===== config.mk =====
export PLATFORM = sky130hd
export DESIGN_NAME = fetch_pc_ctrl
export DESIGN_NICKNAME = d
export VERILOG_FILES = /design/src/rtl/fetch_pc_ctrl_pkg.sv /design/src/rtl/sat_counter.sv /design/src/rtl/fetch_pc_ctrl.sv
export SDC_FILE = /design/constraint.sdc
export NUM_CORES = 1
export LEC_CHECK = 0
export BUFFER_PORTS_ARGS = -buffer_cell sky130_fd_sc_hd__buf_4
export CORE_ASPECT_RATIO = 1.25
export CORE_UTILIZATION = 50
export CTS_BUF_LIST = sky130_fd_sc_hd__clkbuf_2
export DETAILED_ROUTE_END_ITERATION = 8
export HOLD_SLACK_MARGIN = 0.08
export PLACE_DENSITY_LB_ADDON = 0.08
export RECOVER_POWER = 100
export SETUP_SLACK_MARGIN = 0.15
export SYNTH_ARGS = -nofsm -noshare
export SYNTH_HDL_FRONTEND = slang
export SYNTH_HIERARCHICAL = 1
export SYNTH_SLANG_ARGS = --single-unit

===== constraint.sdc =====
create_clock -name Clk -period 2.4 [get_ports Clk]
set_input_delay 0.36 -clock Clk [delete_from_list [all_inputs] [get_ports Clk]]
set_output_delay 0.36 -clock Clk [all_outputs]
set_load 0.05 [all_outputs]

===== src/rtl/fetch_pc_ctrl_pkg.sv =====
// Shared types and constants for the fetch program-counter sequencer.
package fetch_pc_ctrl_pkg;

    localparam int unsigned ADDR_W         = 32;
    localparam int unsigned PC_STEP_DEF    = 4;
    localparam int unsigned MISS_CNT_W_DEF = 16;

    localparam logic [ADDR_W-1:0] RESET_PC_DEF = 32'h0000_0000;
    localparam logic [ADDR_W-1:0] ALIGN_MASK   = 32'hFFFF_FFFC;

    typedef enum logic {
        ST_RUN  = 1'b0,
        ST_MISS = 1'b1
    } fetch_state_e;

    // Redirect captured while a miss is outstanding.
    typedef struct packed {
        logic              vld;
        logic              exc;
        logic [ADDR_W-1:0] addr;
    } pend_redirect_t;

    function automatic logic [ADDR_W-1:0] align_addr(input logic [ADDR_W-1:0] a);
        return a & ALIGN_MASK;
    endfunction

endpackage


===== src/rtl/sat_counter.sv =====
// Saturating up-counter with synchronous clear; clear wins over enable.
module sat_counter #(
    parameter int unsigned W = 16
) (
    input  logic         clk,
    input  logic         clr,
    input  logic         en,
    output logic [W-1:0] count
);

    always_ff @(posedge clk) begin
        if (clr) begin
            count <= '0;
        end else if (en && (count != '1)) begin
            count <= count + W'(1);
        end
    end

endmodule


===== src/rtl/fetch_pc_ctrl.sv =====
// Fetch-stage PC sequencer: sequential fetch, miss/hazard hold, branch and
// exception redirects (deferred while a miss is outstanding), miss counter.
module fetch_pc_ctrl
    import fetch_pc_ctrl_pkg::*;
#(
    parameter logic [31:0] RESET_PC   = RESET_PC_DEF,
    parameter int unsigned PC_STEP    = PC_STEP_DEF,
    parameter int unsigned MISS_CNT_W = MISS_CNT_W_DEF
) (
    input  logic                  Clk,
    input  logic                  Rst,
    input  logic                  Imiss,
    input  logic                  Hz_Stall,
    input  logic                  Br_Taken,
    input  logic [31:0]           Br_Target,
    input  logic                  Exc_Req,
    input  logic [31:0]           Exc_Vector,
    output logic [31:0]           InstrAddr,
    output logic                  IF_ID_Flush,
    output logic                  IF_ID_Stall,
    output logic [31:0]           FetchPC,
    output logic                  Fetch_Valid,
    output logic [MISS_CNT_W-1:0] Miss_Count
);

    fetch_state_e   state_q, state_d;
    pend_redirect_t pend_q, pend_d;

    logic [ADDR_W-1:0] addr_d, fpc_d, pc_inc, br_addr, exc_addr, resume_addr;
    logic              flush_d, valid_d;

    assign br_addr  = align_addr(Br_Target);
    assign exc_addr = align_addr(Exc_Vector);
    assign pc_inc   = InstrAddr + ADDR_W'(PC_STEP);

    // A pending exception outranks a branch arriving on the resolve cycle.
    always_comb begin
        resume_addr = pend_q.addr;
        if (Exc_Req) begin
            resume_addr = exc_addr;
        end else if (pend_q.vld && pend_q.exc) begin
            resume_addr = pend_q.addr;
        end else if (Br_Taken) begin
            resume_addr = br_addr;
        end
    end

    assign IF_ID_Stall = Hz_Stall | Imiss | (state_q == ST_MISS);

    always_ff @(posedge Clk) begin
        if (Rst) begin
            state_q <= ST_RUN;
        end else begin
            state_q <= state_d;
        end
    end

    always_comb begin
        state_d = state_q;
        unique case (state_q)
            ST_RUN: begin
                if (!Exc_Req && !Br_Taken && Imiss) begin
                    state_d = ST_MISS;
                end
            end
            ST_MISS: begin
                if (!Imiss) begin
                    state_d = ST_RUN;
                end
            end
            default: state_d = ST_RUN;
        endcase
    end

    always_comb begin
        addr_d  = InstrAddr;
        fpc_d   = FetchPC;
        flush_d = 1'b0;
        valid_d = Fetch_Valid;
        pend_d  = pend_q;
        unique case (state_q)
            ST_RUN: begin
                if (Exc_Req) begin
                    addr_d  = exc_addr;
                    flush_d = 1'b1;
                    valid_d = 1'b0;
                end else if (Br_Taken) begin
                    addr_d  = br_addr;
                    flush_d = 1'b1;
                    valid_d = 1'b0;
                end else if (Imiss) begin
                    valid_d = 1'b0;
                end else if (!Hz_Stall) begin
                    fpc_d   = InstrAddr;
                    addr_d  = pc_inc;
                    valid_d = 1'b1;
                end
            end
            ST_MISS: begin
                valid_d = 1'b0;
                if (Imiss) begin
                    if (Exc_Req) begin
                        pend_d = '{vld: 1'b1, exc: 1'b1, addr: exc_addr};
                    end else if (Br_Taken && !(pend_q.vld && pend_q.exc)) begin
                        pend_d = '{vld: 1'b1, exc: 1'b0, addr: br_addr};
                    end
                end else if (pend_q.vld || Exc_Req || Br_Taken) begin
                    addr_d  = resume_addr;
                    flush_d = 1'b1;
                    pend_d  = '0;
                end else if (!Hz_Stall) begin
                    fpc_d   = InstrAddr;
                    addr_d  = pc_inc;
                    valid_d = 1'b1;
                end
            end
            default: ;
        endcase
    end

    always_ff @(posedge Clk) begin
        if (Rst) begin
            InstrAddr   <= RESET_PC;
            FetchPC     <= RESET_PC;
            IF_ID_Flush <= 1'b0;
            Fetch_Valid <= 1'b0;
            pend_q      <= '0;
        end else begin
            InstrAddr   <= addr_d;
            FetchPC     <= fpc_d;
            IF_ID_Flush <= flush_d;
            Fetch_Valid <= valid_d;
            pend_q      <= pend_d;
        end
    end

    sat_counter #(
        .W (MISS_CNT_W)
    ) u_miss_cnt (
        .clk   (Clk),
        .clr   (Rst),
        .en    (Imiss),
        .count (Miss_Count)
    );

endmodule

---- Word level (Yosys, flattened, before mapping) ----
Index checks and enable logic that the tools add are counted.
word-level totals
  flip-flop bits (word level) ............. 117
  input bits .............................. 70
  output and inout bits ................... 83
  logic and storage cells ................. 74
cells by class
  add/sub/neg operators ................... 2
  equality and inequality tests ........... 9
  muxes and demuxes ....................... 37
  bitwise logic cells ..................... 3
  reductions and logical operators ........ 14
operators with widths
  operator                 number
  $mux W32                 15
  $mux W34                 4
  $pmux W32 S2             2
  $add A32 B3 Y32 const B  1
  $add A16 B1 Y16 const B  1
  $ne A16 B16 Y1 const B   1
  $mux W1                  13
  $ne A2 B2 Y1 const B     5
  $pmux W1 S2              3
  $logic_and A1 B1 Y1      5
  $ne A5 B5 Y1 const B     1
  $reduce_and A5 Y1        1
  $ne A4 B4 Y1 const B     1
  $logic_not A1 Y1         3
  $ne A3 B1 Y1 const B     1
  $reduce_and A3 Y1        1
  $logic_or A1 B1 Y1       2
  $or A1 B1 Y1             2
  $reduce_and A2 Y1        1
  $reduce_bool A2 Y1       1
  $not A1 Y1               1

---- Longest topological paths before layout ----
  depth in word-level cells ............... 6
  mapped depth ............................ 8
  depth with buffers taken out ............ 6

---- Modules after synthesis ----
Netlist, hierarchy kept.
by module, submodules not included
  module         times used  cells an instance  area each (um2)  seq. area each (um2)
  fetch_pc_ctrl  1           775                5657.9           1901.8
  sat_counter    1           99                 848.3            320.3

---- Worst setup path after synthesis ----
OpenSTA, ideal clock, no wires.
  path kind ............................... flip-flop to flip-flop
  start ................................... reg InstrAddr[4]
  end ..................................... reg InstrAddr[31]
  library setup time ...................... 0.119 ns
  data arrival time ....................... 2.546 ns
  required time ........................... 2.281 ns
  path slack .............................. -0.265 ns
  stages on the path, launching flop included .. 7
  path buffers ............................ 1
  period minus slack after synthesis ...... 2.665 ns
  cell sequence ........................... dfxtp_1 -> buf_2 -> nand3b_2 -> or4_4 -> or4_4 -> o31a_1 -> o221a_1
on the way
  word-level cells in the longest chain between the ends .. 6
  elaborated cells between the ends (all ways) .. 8
  classes of those cells .................. add/sub (1); mux (7)
RTL lines
  element                 line                                       text
  from (decl)             fetch_pc_ctrl.sv:18                        output logic [31:0] InstrAddr,
  from (signal assigned)  fetch_pc_ctrl.sv:129                       InstrAddr <= addr_d;
  $add A32 B3 Y32 *       fetch_pc_ctrl.sv:34                        assign pc_inc = InstrAddr + ADDR_W'(PC_STEP);
  $mux W32 *              fetch_pc_ctrl.sv:93, fetch_pc_ctrl.sv:111
  $mux W32                fetch_pc_ctrl.sv:91                        end else if (Imiss) begin
  $mux W32                fetch_pc_ctrl.sv:87                        end else if (Br_Taken) begin
  $mux W32                fetch_pc_ctrl.sv:83                        if (Exc_Req) begin
  $pmux W32 S2 *          fetch_pc_ctrl.sv:81                        unique case (state_q)
Mark *: on every way between the ends. The rest lies on a longest branch, timed or not. The select of a mux whose other input is x is not followed.
A chain may end at the register's enable or synchronous reset.

---- Final worst setup path ----
  start ................................... reg InstrAddr[11]
  end ..................................... reg InstrAddr[31]
The elaborated chain is that of the path after synthesis.

==> out/metrics.cfg <==
[synthesis]
yosys-top-cells-count = 142 x nand2_1, 111 x dfxtp_1, 84 x nor2_1, 81 x a21oi_1, 48 x a31oi_1
synth_simple_gate_area_frac = 0.262
async_flop_share = 0
syn_area_per_cell_um2 = 7.44
synthAdderAreaFrac = 0.00385
yosysTopAreaCell = dfxtp_1
synth_top_family_by_area = compound AO/OA/AOI/OAI gates
yosys_warnings = 6
synth_top_cells_by_area = dfxtp_1 34%, nand2_1 8.2%, a21oi_1 6.2%
synth-compound-area-share = 0.268
muxShareOfSynthArea = 0.0563
ys_ff_latch = 111
synthesis.instances = 874
synth.top_cell.area_share = 0.342
synth_xor_area_frac = 0.0108
synth.most_common_cell = nand2_1
syn_area_um2 = 6510
synth_edf_count = 0
synth-seq-area-share = 0.342
yosysUniqueCellTypes = 75
synthFlopType = dfxtp_1

[sta]
slew_headroom = 0.491
fmax_ghz = 0.443
setup_tns_ns = 0
hold_viol = 0
period_share = 0.941
rsz0062_at_grt = false
finalSetupViolCount = 0
drv_slew = 0
period_needed_ns = 2.26
worstMarginPinSlew_ns = 0.758
skew_ns = 0.0262
whs_ns = 0.0965

[worst_setup_path]
critPathTopFamily = simple AND/OR/NAND/NOR gates
cp_slowest_cell = dfxtp_1
worstSetupEndpointType = register
critPathMaxStageDelay_ns = 0.59
crit_arrival_ns = 2.85
path_buf_inv = 0
crit_path_max_fanout = 9
r2r_slack_ns = 0.14
crit_type = reg2reg
cp-startpoint = InstrAddr[11]
reg2reg_depth = 5
crit_path_frequent_cell = or4_4
critPathRequiredTime_ns = 3.00
reg2reg_to = InstrAddr[31]
critical_path.cell_chain = nand4_1 > or4_4 > or4_4 > o31a_1 > o221a_1
cp-start-kind = register
timing.rr.start = InstrAddr[11]

[placed_design]
numPortBuffers = 144
dp_hpwl_mm = 15.0
routabilityCongestion = 0.910
dpl-instance-area_um2 = 8000

[pwr]
p_leak_nw = 3.03
power_mw = 4.01
power.share.switching = 0.362
pwr-share-seq = 0.509
p_int_mw = 2.56
p_per_area_nw_per_um2 = 495
irDropWorstVdd_mv = 0.277
p_clk_frac = 0.240
power_frac_comb = 0.251
switchingPower_mw = 1.45

[grt]
grt_pass1_vias = 6266
grt-ovfl-total = 0
grt_max_degree = 101
antenna_found_initial = 0
grt_pass1_wl_mm = 33.0
grt_usage = 0.308

[die]
die_h_um = 130
dieArea_um2 = 13500
start_util = 0.514
num_io_pins = 153
rows = 46
fp.dieW_um = 104
coreArea_um2 = 12700

[finish]
final_area_um2 = 8100
layout.area.seq_um2 = 2230
multi_input_area_um2 = 3910
fill_cells = 1264
diodes = 0
area_growth_pct = 24.5
drive_gt1_frac = 0.156
nets = 1109

[clock_tree]
cts-htree-levels = 3
tritoncts = done
cts.reportedPaths.clkPinSlew_ns = 0.32
postCtsSetupRepairBufs = 0
root_buffer = clkbuf_2
cts_num_sinks = 111
numCtsBuffers = 9
clock_path_buffers = 2
clock_latency_ns = 0.64

[hold_path]
holdCritStartpoint = Br_Target[26]
worst_hold_path_type = in2reg
min_path_cells = 5
holdPathEnd = pend_q[26]

[outcome]
status = finished, final reports clean

[route]
drt_pass1_iterations = 6
antenna_left = 0
drc = 0
wl_per_cell_um = 17.6
vias = 7382
routed_wl_mm = 21.3
via_per_inst = 6.10
drt_iter0_drc = 625

[run]
drv_cap = 0

[cell type report]
type / count / share of cell area
Tap cell: 168 / 0.0259
Multi-Input combinational cell: 675 / 0.483
Sequential cell: 111 / 0.275
Clock inverter: 7 / 0.0105
Inverter: 19 / 0.00880
Timing Repair Buffer: 221 / 0.191
Clock buffer: 9 / 0.00556
[cells in the final DEF, fill, tap and decap left out, types with 5 or more instances in the layout]
cell type / instances
and3_1: 6
nand4_1: 16
nand3_1: 21
a22o_1: 5
dfxtp_1: 108
o21a_1: 6
nor4_1: 8
and4_1: 6
buf_4: 114
o21ai_0: 44
a21o_1: 8
or3_1: 9
nand2_1: 141
clkbuf_1: 69
mux2i_1: 31
or2_2: 5
o211ai_1: 6
clkbuf_2: 10
nand2b_1: 5
buf_12: 6
o22ai_1: 5
dlygate4sd3_1: 31
nor3_1: 17
a221oi_1: 9
or4_1: 12
a31oi_1: 48
mux2_2: 5
xnor2_1: 5
nor2_1: 84
inv_1: 18
a21oi_1: 81
o31ai_1: 11
[metal layers]
layer | global-route usage | up-vias | wire length [um]
met5 | 0 | - | 0
met4 | 0.124 | 0 | 598
met3 | 0.0498 | 52 | 1810
met2 | 0.474 | 384 | 9660
met1 | 0.431 | 3428 | 9250
li1 | - | 3518 | -
[sequential cells by signal, indices dropped and copies added, names as in the netlist]
name / count
pend_q: 32
FetchPC: 30
InstrAddr: 30
u_miss_cnt/count: 16
Fetch_Valid: 1
IF_ID_Flush: 1
state_q: 1
[through the flow]
| step | util | instances | worst slack, ns |
|---|---|---|---|
| 6_report | 0.640 | 1210 | 0.141 |
| 5_1_grt | 0.640 | 1210 | 0.0798 |
| 4_1_cts | 0.664 | 1206 | 0.171 |
| 3_5_place_dp | 0.632 | 1163 | 0.136 |
| 3_3_place_gp | 0.632 | 1163 | 0.138 |
| 2_1_floorplan | - | 877 | 0.0815 |
[kinds of logic after synthesis]
| group | count (synthesis) |
|---|---|
| compound gates | 272 |
| xor+xnor | 8 |
| fa+ha+maj | 2 |
| buf+inv | 91 |
| flops | 111 |
| mux | 36 |
| other cells | 1 |
| simple gates | 353 |
[how the worst max path moves through the flow]
stage	endpoint	cells past startpoint
after floorplan	InstrAddr[31]	6
after global placement	InstrAddr[31]	6
after detailed placement	InstrAddr[31]	6
after CTS	IF_ID_Stall	3
after global routing	InstrAddr[30]	6
final	InstrAddr[31]	5
[power groups by stage]
stage	clock [mW]	combinational, mW	sequential [mW]
global route	1.05	1.07	2.06
global placement	0	0.977	2.08
CTS	0.978	1.03	2.04
finish	0.963	1.01	2.04
floorplan	0	0.439	2.23
detailed placement	0	0.984	2.08
[timing repair]
| action | 4_1_cts | 5_1_grt |
|---|---|---|
| setup endpoints to repair | 0 | 2 |
| resized for setup | 0 | 1 |
| endpoints found under the hold margin | 17 | 4 |
| hold buffers | 27 | 4 |
[worst reg2reg max path, delay by kind of cell (launching register included)]
| kind | cells | cell delay (ns) |
|---|---|---|
| and+or+nand+nor | 3 | 1.18 |
| DFF | 1 | 0.59 |
| AOI/OAI and AO/OA | 2 | 0.46 |
(Power assumes the default switching activity.)
